`config.mk`:
```
export PLATFORM = sky130hd
export DESIGN_NAME = unaverage
export DESIGN_NICKNAME = d
export VERILOG_FILES = /design/src/rtl/unaverage.sv
export SDC_FILE = /design/constraint.sdc
export NUM_CORES = 1
export LEC_CHECK = 0
export BUFFER_PORTS_ARGS = -buffer_cell sky130_fd_sc_hd__buf_4
export CAP_MARGIN = 20
export CELL_PAD_IN_SITES_DETAIL_PLACEMENT = 0
export CELL_PAD_IN_SITES_GLOBAL_PLACEMENT = 1
export CORE_MARGIN = 8
export CORE_UTILIZATION = 40
export CTS_BUF_LIST = sky130_fd_sc_hd__clkbuf_16
export CTS_CLUSTER_SIZE = 28
export DETAILED_ROUTE_END_ITERATION = 10
export PLACE_DENSITY_LB_ADDON = 0.1
export SLEW_MARGIN = 20
export SYNTH_ARGS = -nofsm -noshare
export SYNTH_HDL_FRONTEND = slang
export SYNTH_SLANG_ARGS = --single-unit
```
`constraint.sdc`:
```
create_clock -name clk -period 6.23 [get_ports clk]
set_clock_uncertainty 0.2 [all_clocks]
set_input_delay 0.3115 -clock clk [delete_from_list [all_inputs] [get_ports clk]]
set_output_delay 0.3115 -clock clk [all_outputs]
set_load 0.05 [all_outputs]
```
`src/rtl/unaverage.sv`:
```
// ============================================================================
// unaverage
// ----------------------------------------------------------------------------
// Purpose:
//    Inverse of the 3-tap divide-and-sum averager. The averager produces
//    y[n] = (x[n] + x[n-1] + x[n-2]) / 3. This block takes that stream and
//    rebuilds the source samples with the recurrence
//       x[n] = 3*(y[n] - y[n-1]) + x[n-3]
//    starting from an all-zero history. It also reports whether the
//    reconstruction has reached steady state (locked) and whether the last
//    emitted sample fell outside 0..255 before it was limited (range_flag).
//
// Ports:
//    clk           in   1   sole clock, all logic on the rising edge
//    reset         in   1   synchronous, active-high, clears all state
//    avg_in        in   8   averaged sample y[n], unsigned
//    in_valid      in   1   avg_in carries a new sample this cycle
//    resync        in   1   synchronous clear of history, FSM and count;
//                           a sample arriving in the same cycle is treated
//                           as n=0 against the cleared history
//    val_out       out  8   reconstructed sample x[n]
//    out_valid     out  1   one-cycle strobe, val_out was just updated
//    locked        out  1   high once three samples have been accepted
//    range_flag    out  1   last emitted sample was out of range pre-limit
//    sample_count  out 16   samples accepted since reset/resync, saturating
//
// Configuration:
//    UNAVERAGE_SAT_EN  defined   -> out-of-range results clamp to 0 / 255
//                      undefined -> out-of-range results wrap (low 8 bits)
//    In both builds the emitted (limited) value is what enters the x history,
//    so the reconstruction stays consistent with what downstream logic saw.
//
// Exactness:
//    The result is bit-exact when every source sample is a multiple of 3.
//    Otherwise the truncation residue of the forward divide propagates along
//    each mod-3 index chain; that is expected behaviour, not a fault.
// ============================================================================
module unaverage (
   input  logic        clk,
   input  logic        reset,
   input  logic [7:0]  avg_in,
   input  logic        in_valid,
   input  logic        resync,
   output logic [7:0]  val_out,
   output logic        out_valid,
   output logic        locked,
   output logic        range_flag,
   output logic [15:0] sample_count
);

   // Lock-state machine: EMPTY until the first sample, FILL while the first
   // two samples are being rebuilt, RUN from the third sample on.
   typedef enum logic [1:0] {
      ST_EMPTY = 2'd0,
      ST_FILL  = 2'd1,
      ST_RUN   = 2'd2
   } state_t;

   state_t state_q, state_d;

   // History registers. x1..x3 hold the emitted (post-limit) samples.
   logic [7:0]  y_prev_q, y_prev_d;
   logic [7:0]  x1_q, x1_d;
   logic [7:0]  x2_q, x2_d;
   logic [7:0]  x3_q, x3_d;

   // Registered outputs.
   logic [7:0]  val_q, val_d;
   logic        out_valid_q, out_valid_d;
   logic        range_q, range_d;
   logic [15:0] count_q, count_d;

   // Datapath intermediates.
   logic [7:0]         hist_y;
   logic [7:0]         hist_x3;
   logic signed [10:0] delta_y;
   logic signed [10:0] three_delta_y;
   logic signed [10:0] raw_sum;
   logic               is_negative;
   logic               is_over;
   logic               out_of_range;
   logic [7:0]         limited;

   // ------------------------------------------------------------------------
   // Reconstruction datapath.
   // A resync in the same cycle as a sample means that sample must see the
   // cleared history, so the history operands are forced to zero here rather
   // than waiting for the registers to clear. Operands are zero-extended to
   // 11 bits before the subtraction so the difference can never overflow:
   // delta in -255..255, 3*delta in -765..765, sum in -765..1020.
   // ------------------------------------------------------------------------
   always_comb begin
      hist_y        = resync ? 8'd0 : y_prev_q;
      hist_x3       = resync ? 8'd0 : x3_q;
      delta_y       = $signed({3'b000, avg_in}) - $signed({3'b000, hist_y});
      three_delta_y = delta_y + (delta_y <<< 1);
      raw_sum       = three_delta_y + $signed({3'b000, hist_x3});

      // Sign bit marks a negative result; any of bits 9:8 set on a positive
      // result means it exceeds 255.
      is_negative  = raw_sum[10];
      is_over      = ~raw_sum[10] & (|raw_sum[9:8]);
      out_of_range = is_negative | is_over;

`ifdef UNAVERAGE_SAT_EN
      // Clamp build: pin to the nearest representable value.
      if (is_negative) begin
         limited = 8'd0;
      end else if (is_over) begin
         limited = 8'd255;
      end else begin
         limited = raw_sum[7:0];
      end
`else
      // Wrap build: keep the low byte and let range_flag report the fault.
      limited = raw_sum[7:0];
`endif
   end

   // ------------------------------------------------------------------------
   // Next-state for history, outputs and sample counter.
   // Everything holds by default; out_valid is a strobe so it defaults low.
   // resync clears history first, then an accepted sample (if any) shifts
   // into that cleared history so it behaves as sample n=0.
   // ------------------------------------------------------------------------
   always_comb begin
      y_prev_d    = y_prev_q;
      x1_d        = x1_q;
      x2_d        = x2_q;
      x3_d        = x3_q;
      val_d       = val_q;
      out_valid_d = 1'b0;
      range_d     = range_q;
      count_d     = count_q;

      if (resync) begin
         y_prev_d = 8'd0;
         x1_d     = 8'd0;
         x2_d     = 8'd0;
         x3_d     = 8'd0;
         count_d  = 16'd0;
      end

      if (in_valid) begin
         y_prev_d    = avg_in;
         x3_d        = resync ? 8'd0 : x2_q;
         x2_d        = resync ? 8'd0 : x1_q;
         x1_d        = limited;
         val_d       = limited;
         out_valid_d = 1'b1;
         range_d     = out_of_range;

         if (resync) begin
            count_d = 16'd1;
         end else if (count_q != 16'hFFFF) begin
            count_d = count_q + 16'd1;
         end
      end
   end

   // ------------------------------------------------------------------------
   // Lock FSM next-state.
   // While in FILL the sample counter is exactly 1 or 2, so seeing 2 on an
   // accepted sample means this is the third one and the machine locks on
   // the same edge that emits it. resync overrides the normal transitions.
   // ------------------------------------------------------------------------
   always_comb begin
      state_d = state_q;

      case (state_q)
         ST_EMPTY: begin
            if (in_valid) begin
               state_d = ST_FILL;
            end
         end
         ST_FILL: begin
            if (in_valid && (count_q == 16'd2)) begin
               state_d = ST_RUN;
            end
         end
         ST_RUN: begin
            state_d = ST_RUN;
         end
         default: begin
            state_d = ST_EMPTY;
         end
      endcase

      if (resync) begin
         state_d = in_valid ? ST_FILL : ST_EMPTY;
      end
   end

   // ------------------------------------------------------------------------
   // State register. reset wins over resync and in_valid, so a sample that
   // arrives during reset is dropped and every output returns to zero.
   // ------------------------------------------------------------------------
   always_ff @(posedge clk) begin
      if (reset) begin
         state_q     <= ST_EMPTY;
         y_prev_q    <= 8'd0;
         x1_q        <= 8'd0;
         x2_q        <= 8'd0;
         x3_q        <= 8'd0;
         val_q       <= 8'd0;
         out_valid_q <= 1'b0;
         range_q     <= 1'b0;
         count_q     <= 16'd0;
      end else begin
         state_q     <= state_d;
         y_prev_q    <= y_prev_d;
         x1_q        <= x1_d;
         x2_q        <= x2_d;
         x3_q        <= x3_d;
         val_q       <= val_d;
         out_valid_q <= out_valid_d;
         range_q     <= range_d;
         count_q     <= count_d;
      end
   end

   // Output mapping. locked is a pure decode of the registered state.
   assign val_out      = val_q;
   assign out_valid    = out_valid_q;
   assign range_flag   = range_q;
   assign sample_count = count_q;
   assign locked       = (state_q == ST_RUN);

endmodule
```
==> impl_metrics.toml, run 1 <==
[place]
numPortBuffers = 38
place_congestion = 0.788
dp_slack_ps = 1670
dp_hpwl_um = 5320

[sta]
finalMaxSlewViolations = 0
slew_headroom = 0.542
worst_slack_ps = 2040
setup_violations = 0
period_share = 0.673
setup_tns_ps = 0
tightestPinTransition_ps = 687
post-route-min-period_ps = 4190
max_freq_mhz = 238
grt_setup_unrepaired = "no"
hold_viol_final = 0
holdWs_ps = 51.3

[drt]
drtAntennaViolNets = 0
dr.pass1.iters = 4
routedWlPerCell_um = 13.9
wirelength_um = 7290
drc = 0
drt-initial-drc-count = 92
via_per_inst = 4.91
route.vias.total = 2583

[pwr]
p_switching_mw = 0.359
pwr-share-comb = 0.243
p_leak_nw = 1.67
pwr-share-seq = 0.356
power_density_mw_per_mm2 = 300
switching_share = 0.302
clkPwrFrac = 0.401
peakVddDrop_mv = 0.149
internal_power_mw = 0.828

[grt]
grt_start_max_net_pins = 58
antenna_found_initial = 0
overflow = 0
track_usage = 0.134
grt_pass1_vias = 2589
grt_pass1_wl_um = 12500

[floorplan]
rows = 33
die_w_um = 107
initial_core_util = 0.407
die_h_um = 107
io_pins = 39
fp.coreArea_mm2 = 0.00813
die_area_mm2 = 0.0115

[worst_hold_path]
min_path_cells = 3
hp-start = "avg_in[0]"
timing.hold.worst.class = "input pin to register"
min_delay_worst_endpoint = "y_prev_q[0]"

[cells_and_area]
antennaDiodeCount = 0
nets = 460
drive_gt1_frac = 0.133
post-route-util = 0.486
n_fill_cell = 805
syn_to_final_growth_pct = 19.3

[worst_setup_path]
rr_endpoint = "range_flag"
critPathTopFamily = "compound AO/OA/AOI/OAI gates"
r2r_cells = 16
slowest_delay_ps = 460
path_class = "input pin to register"
worstPathArrival_ps = 4150
crit_top_cell = "o21ai_0"
startpoint_type = "input pin"
cp_data_required_time_ps = 6180
r2r_start = "y_prev_q[0]"
crit_slowest_cell = "fa_1"
critical_path_buf_inv_count = 2
critPathMaxFanout = 15
setup.worst_path.end_class = "register"
reg2reg_slack_ps = 2050
worstPathCellList = "buf_4 -> inv_1 -> nand2_1 -> ha_1 -> nor2b_1 -> o21ai_0 -> a21boi_0 -> o21ai_0 -> a21boi_0 -> xor2_1 -> fa_1 -> ha_1 -> a211o_1 -> o21ai_0 -> o21ai_0 -> xnor2_1 -> a41oi_1"

[synth]
yosysWarningCount = 0
synth_flop_cell = "dfxtp_1"
synth_edf_count = 0
synth_xor_area_frac = 0.0555
synth_top_family_by_area = "simple AND/OR/NAND/NOR gates"
synth_cell_types = 42
ys_ff_latch = 60
post_synth.cell_area_avg_um2 = 8.65
netlist_instances = 383
synthMuxAreaShare = 0.0544
synth_simple_gate_area_frac = 0.207
async_flop_share = 0
netlist_area_mm2 = 0.00331
synth.area.top_cells = "dfxtp_1, ha_1, nor2_1"
synth_fa_ha_area_frac = 0.141
yosysTopAreaCell = "dfxtp_1"
yosysSeqAreaShare = 0.363
mappedNetlistNets = 427
yosysTopAreaCellShare = 0.363
synth_compound_area_frac = 0.138

[clock_network]
cts_hold_buffers = 0
cts_setup_buffers = 0
cts_tree = "built"
numCtsBuffers = 9
cts.clk_slew.worst_paths_ps = 50
clockBufferDepth = 2
htree_levels = 3
cts.sinks = 60
cts-resized-gates = 0
clk-insertion-delay-late_ps = 320
cts_root_buffer = "clkbuf_16"

[run]
cap_violations = 0

[run_status]
status = "finished clean"
==> sequential cells by signal, indices dropped and copies added (netlist names) <==
signal,flops
y_prev_q,8
x2_q,8
range_flag,1
x1_q,8
val_out,8
out_valid,1
state_q,2
x3_q,8
sample_count,16
==> synthesized netlist by cell type, types with 9 or more instances <==
| cell type | instances |
|---|---|
| dfxtp_1 | 60 |
| nor2_1 | 53 |
| nand2_1 | 39 |
| ha_1 | 23 |
| a21oi_1 | 20 |
| inv_1 | 20 |
| mux2i_1 | 18 |
| o21ai_0 | 14 |
| xnor2_1 | 13 |
| nand2b_1 | 11 |
| nor2b_1 | 11 |
| clkbuf_1 | 9 |
| fa_1 | 9 |
| nand3_1 | 9 |
==> tightest hold or removal path, stage by stage <==
cell,delay (ps)
buf_4,80
mux2i_1,60
nor2_1,80
==> metrics by stage <==
stage | area, um2 | total power [mW] | cells
floorplan | 3310 | 0.653 | 383
global placement | 3670 | 0.721 | 510
detailed placement | 3670 | 0.721 | 510
CTS | 3950 | 1.20 | 526
global route | 3950 | 1.26 | 526
finish | 3950 | 1.19 | 526
==> power groups by stage <==
stage	registers, mW	clock network, mW	logic [mW]
final	0.423	0.476	0.289
after global routing	0.426	0.505	0.325
after CTS	0.423	0.488	0.293
after detailed placement	0.431	0	0.290
after global placement	0.430	0	0.290
after floorplan	0.470	0	0.183
==> layout by cell type, fill, tap and decap left out, drive strengths merged, types with 11 or more instances in the layout <==
master | synthesis | layout
buf | 6 | 38
mux2i | 18 | 18
dfxtp | 60 | 60
nor2b | 11 | 11
ha | 23 | 23
nand2b | 11 | 11
xnor2 | 13 | 13
o21ai | 14 | 14
inv | 20 | 22
nand2 | 39 | 39
nor2 | 53 | 53
a21oi | 21 | 21
==> cell type report <==
class	count	area [um2]	area share
flip-flops and latches	60	1200	0.304
multi-input cells	287	1970	0.500
well taps	105	131	0.0332
inverters	20	75.1	0.0190
clock buffers	9	225	0.0570
repair buffers	38	285	0.0722
clock inverters	7	60.1	0.0152
==> worst max-delay path by stage <==
stage / from / end / slack (ps) / cells past startpoint
final: resync / range_flag / 2040 / 17
after global routing: resync / range_flag / 1640 / 17
after CTS: resync / range_flag / 1990 / 17
after floorplan: resync / range_flag / 2190 / 16
after detailed placement: resync / range_flag / 1670 / 17
after global placement: resync / range_flag / 1770 / 16
==> layer usage <==
metal  up-vias  GRT usage  part of all wire
met4         0     0.0513            0.0056
li1       1373          -                 -
met2        39      0.195              0.43
met1      1169      0.184              0.53
met3         2     0.0366             0.039
met5         -          0                 0
==> cells by family after synthesis <==
logic type                 after synthesis
buffers and inverters                   36
DFF                                     60
AOI/OAI and AO/OA                       68
muxes                                   18
adders and majority gates               32
and+or+nand+nor                        148
xor gates and xnor gates                21
Note: power is estimated with default switching activity, not from simulation.
==> run 2, diff against run 1 <==
- ABC_AREA: unset -> 1
- clock period: 6.23 -> 4 ns (I/O delays scaled with it)
==> impl_metrics.toml, run 2 <==
[cells_and_area]
syn_to_final_growth_pct = 23.2
n_fill_cell = 899
design_area_mm2 = 0.00431
antennaDiodeCount = 0
post-route-util = 0.501
layout_commonest_cell = "nand2_1"
final_cell_mix = "nand2_1, inv_1, dfxtp_1, buf_4, o21ai_0"
nets = 570
drive_gt1_frac = 0.153
largest_reg_flops = 16

[worst_hold_path]
min_delay_worst_endpoint = "sample_count[14]"
min_path_cells = 3
hp-start = "in_valid"
timing.hold.worst.class = "input pin to register"

[worst_setup_path]
crit_slowest_cell = "dlygate4sd3_1"
path_class = "input pin to register"
setup.worst_path.end_class = "register"
r2r_start = "y_prev_q[0]"
critPathMaxFanout = 4
cp_data_required_time_ps = 4020
rr_endpoint = "range_flag"
slowest_delay_ps = 540
reg2reg_slack_ps = 460
r2r_cells = 22
startpoint_type = "input pin"
worstPathArrival_ps = 3790
critPathTopFamily = "adder cells"
worstPathCellList = "dlygate4sd3_1 -> buf_4 -> inv_1 -> ha_1 -> inv_1 -> fa_1 -> nand2_1 -> nand2_1 -> nand2_2 -> o21ai_0 -> xor2_1 -> buf_4 -> fa_1 -> ha_4 -> nand2_2 -> nor2_2 -> nand3_1 -> nand3_1 -> nand2_1 -> nand2_1 -> nand2_1 -> nand2_1 -> nand2_1"
crit_top_cell = "nand2_1"
critical_path_buf_inv_count = 5

[grt]
grt_start_max_net_pins = 33
grt_pass1_wl_um = 13900
track_usage = 0.147
grt_pass1_vias = 2938
antenna_found_initial = 0
overflow = 0

[sta]
setup_tns_ps = 0
holdWs_ps = 31.0
setup_violations = 0
tightestPinTransition_ps = 920
slew_headroom = 0.386
post-route-min-period_ps = 3770
finalMaxSlewViolations = 0
period_share = 0.944
hold_viol_final = 0
max_freq_mhz = 265

[clock_network]
htree_levels = 3
cts_root_buffer = "clkbuf_16"
cts.sinks = 60
clk-insertion-delay-late_ps = 320
cts_tree = "built"
numCtsBuffers = 9
cts.clk_slew.worst_paths_ps = 60
clockBufferDepth = 2

[synth]
yosysWarningCount = 0
yosysMostFrequentCell = "nand2_1"
synth.area.top_cells = "dfxtp_1, nand2_1, ha_1"
netlist_area_mm2 = 0.00350
yosysTopAreaCell = "dfxtp_1"
post_synth.cell_area_avg_um2 = 7.33
synth_flop_cell = "dfxtp_1"
mappedNetlistNets = 521
netlist_top_cells_count = "nand2_1, inv_1, dfxtp_1"
ys_ff_latch = 60
async_flop_share = 0
netlist_instances = 477
synth_cell_types = 39
yosysSeqAreaShare = 0.344
yosysTopAreaCellShare = 0.344
synth_edf_count = 0

[pwr]
power_density_mw_per_mm2 = 458
p_leak_nw = 1.98
peakVddDrop_mv = 0.224
p_total_mw = 1.97

[drt]
via_per_inst = 4.86
routedWlPerCell_um = 13.4
drtAntennaViolNets = 0
drt-initial-drc-count = 121
drc = 0
dr.pass1.iters = 4
route.vias.total = 3107
wirelength_um = 8580

[floorplan]
die_area_mm2 = 0.0120
io_pins = 39
initial_core_util = 0.407
rows = 34
die_w_um = 109
die_h_um = 109
fp.coreArea_mm2 = 0.00859

[run_status]
status = "finished clean"

[place]
numPortBuffers = 38
postPlaceCellArea_mm2 = 0.00385
dp_hpwl_um = 6450
place_congestion = 0.839

[run]
cap_violations = 0
[run 2: changes by cell type after synthesis, moves of 4 or more]
cell / delta
mux2i_1: -18
clkbuf_1: -7
o21a_1: -7
inv_1: +47
nand2_1: +98
o21ai_0: +16
o22ai_1: +21
buf_2: +5
nor2_1: -23
nand3_1: +16
nand2b_1: -11
xnor2_1: -12
a211oi_1: -4
nor2b_1: -11
[run 2: cell type report]
type / instances / area (um2) / share of cell area
multi-input combinational: 336 / 2020 / 0.468
sequential: 60 / 1200 / 0.279
timing repair buffer: 51 / 408 / 0.0947
inverter: 68 / 255 / 0.0593
clock buffer: 9 / 225 / 0.0523
tap: 108 / 135 / 0.0314
clock inverter: 7 / 66.3 / 0.0154
[run 2: worst max-delay path by stage]
| stage | slack (ps) | cells after the start | start | to |
|---|---|---|---|---|
| CTS | 110 | 22 | avg_in[0] | range_flag |
| finish | 230 | 23 | avg_in[0] | range_flag |
| detailed placement | 230 | 23 | resync | range_flag |
| global route | -2 | 24 | avg_in[0] | range_flag |
| floorplan | 250 | 25 | resync | range_flag |
| global placement | 130 | 23 | resync | range_flag |
[run 2: cell families after synthesis]
| group | count (synthesis) | share of synthesized area |
|---|---|---|
| buf+inv | 81 | 0.0970 |
| compound gates | 83 | 0.136 |
| xor+xnor | 6 | 0.0150 |
| flops | 60 | 0.344 |
| fa+ha+maj | 32 | 0.134 |
| simple gates | 215 | 0.275 |
[run 2: per-stage QoR]
step                      cells  setup slack, ps
after global routing        639            -1.77
after detailed placement    612              226
after CTS                   638              113
final                       639              226
after floorplan             477              252
after global placement      612              127
[run 2: metal layers]
metal  wire, um  vias up  GRT usage
met4         50        0     0.0376
li1           -     1643          -
met5          0        -          0
met2       4080       53      0.244
met1       4030     1405      0.189
met3        417        6     0.0322
[run 2: worst register-to-register path, cell delays in order, from the launching register on]
cell,delay (ps)
dfxtp_1,310
nand2_1,70
inv_1,60
ha_1,130
inv_1,60
fa_1,400
nand2_1,80
nand2_1,90
nand2_2,100
o21ai_0,100
xor2_1,180
buf_4,150
fa_1,520
ha_4,320
nand2_2,80
nor2_2,130
nand3_1,120
nand3_1,100
nand2_1,60
nand2_1,60
nand2_1,40
nand2_1,50
nand2_1,40
[run 2: timing repair]
item,4_1_cts,5_1_grt
hold buffers,10,0
hold endpoints to repair,11,0
setup endpoints to repair,0,3
buffers inserted,0,1
resized for setup,0,9
[run 2: power breakdown]
| group | switching, mW | internal [mW] |
|---|---|---|
| Clock | 0.285 | 0.478 |
| Combinational | 0.344 | 0.202 |
| Sequential | 0.0198 | 0.642 |
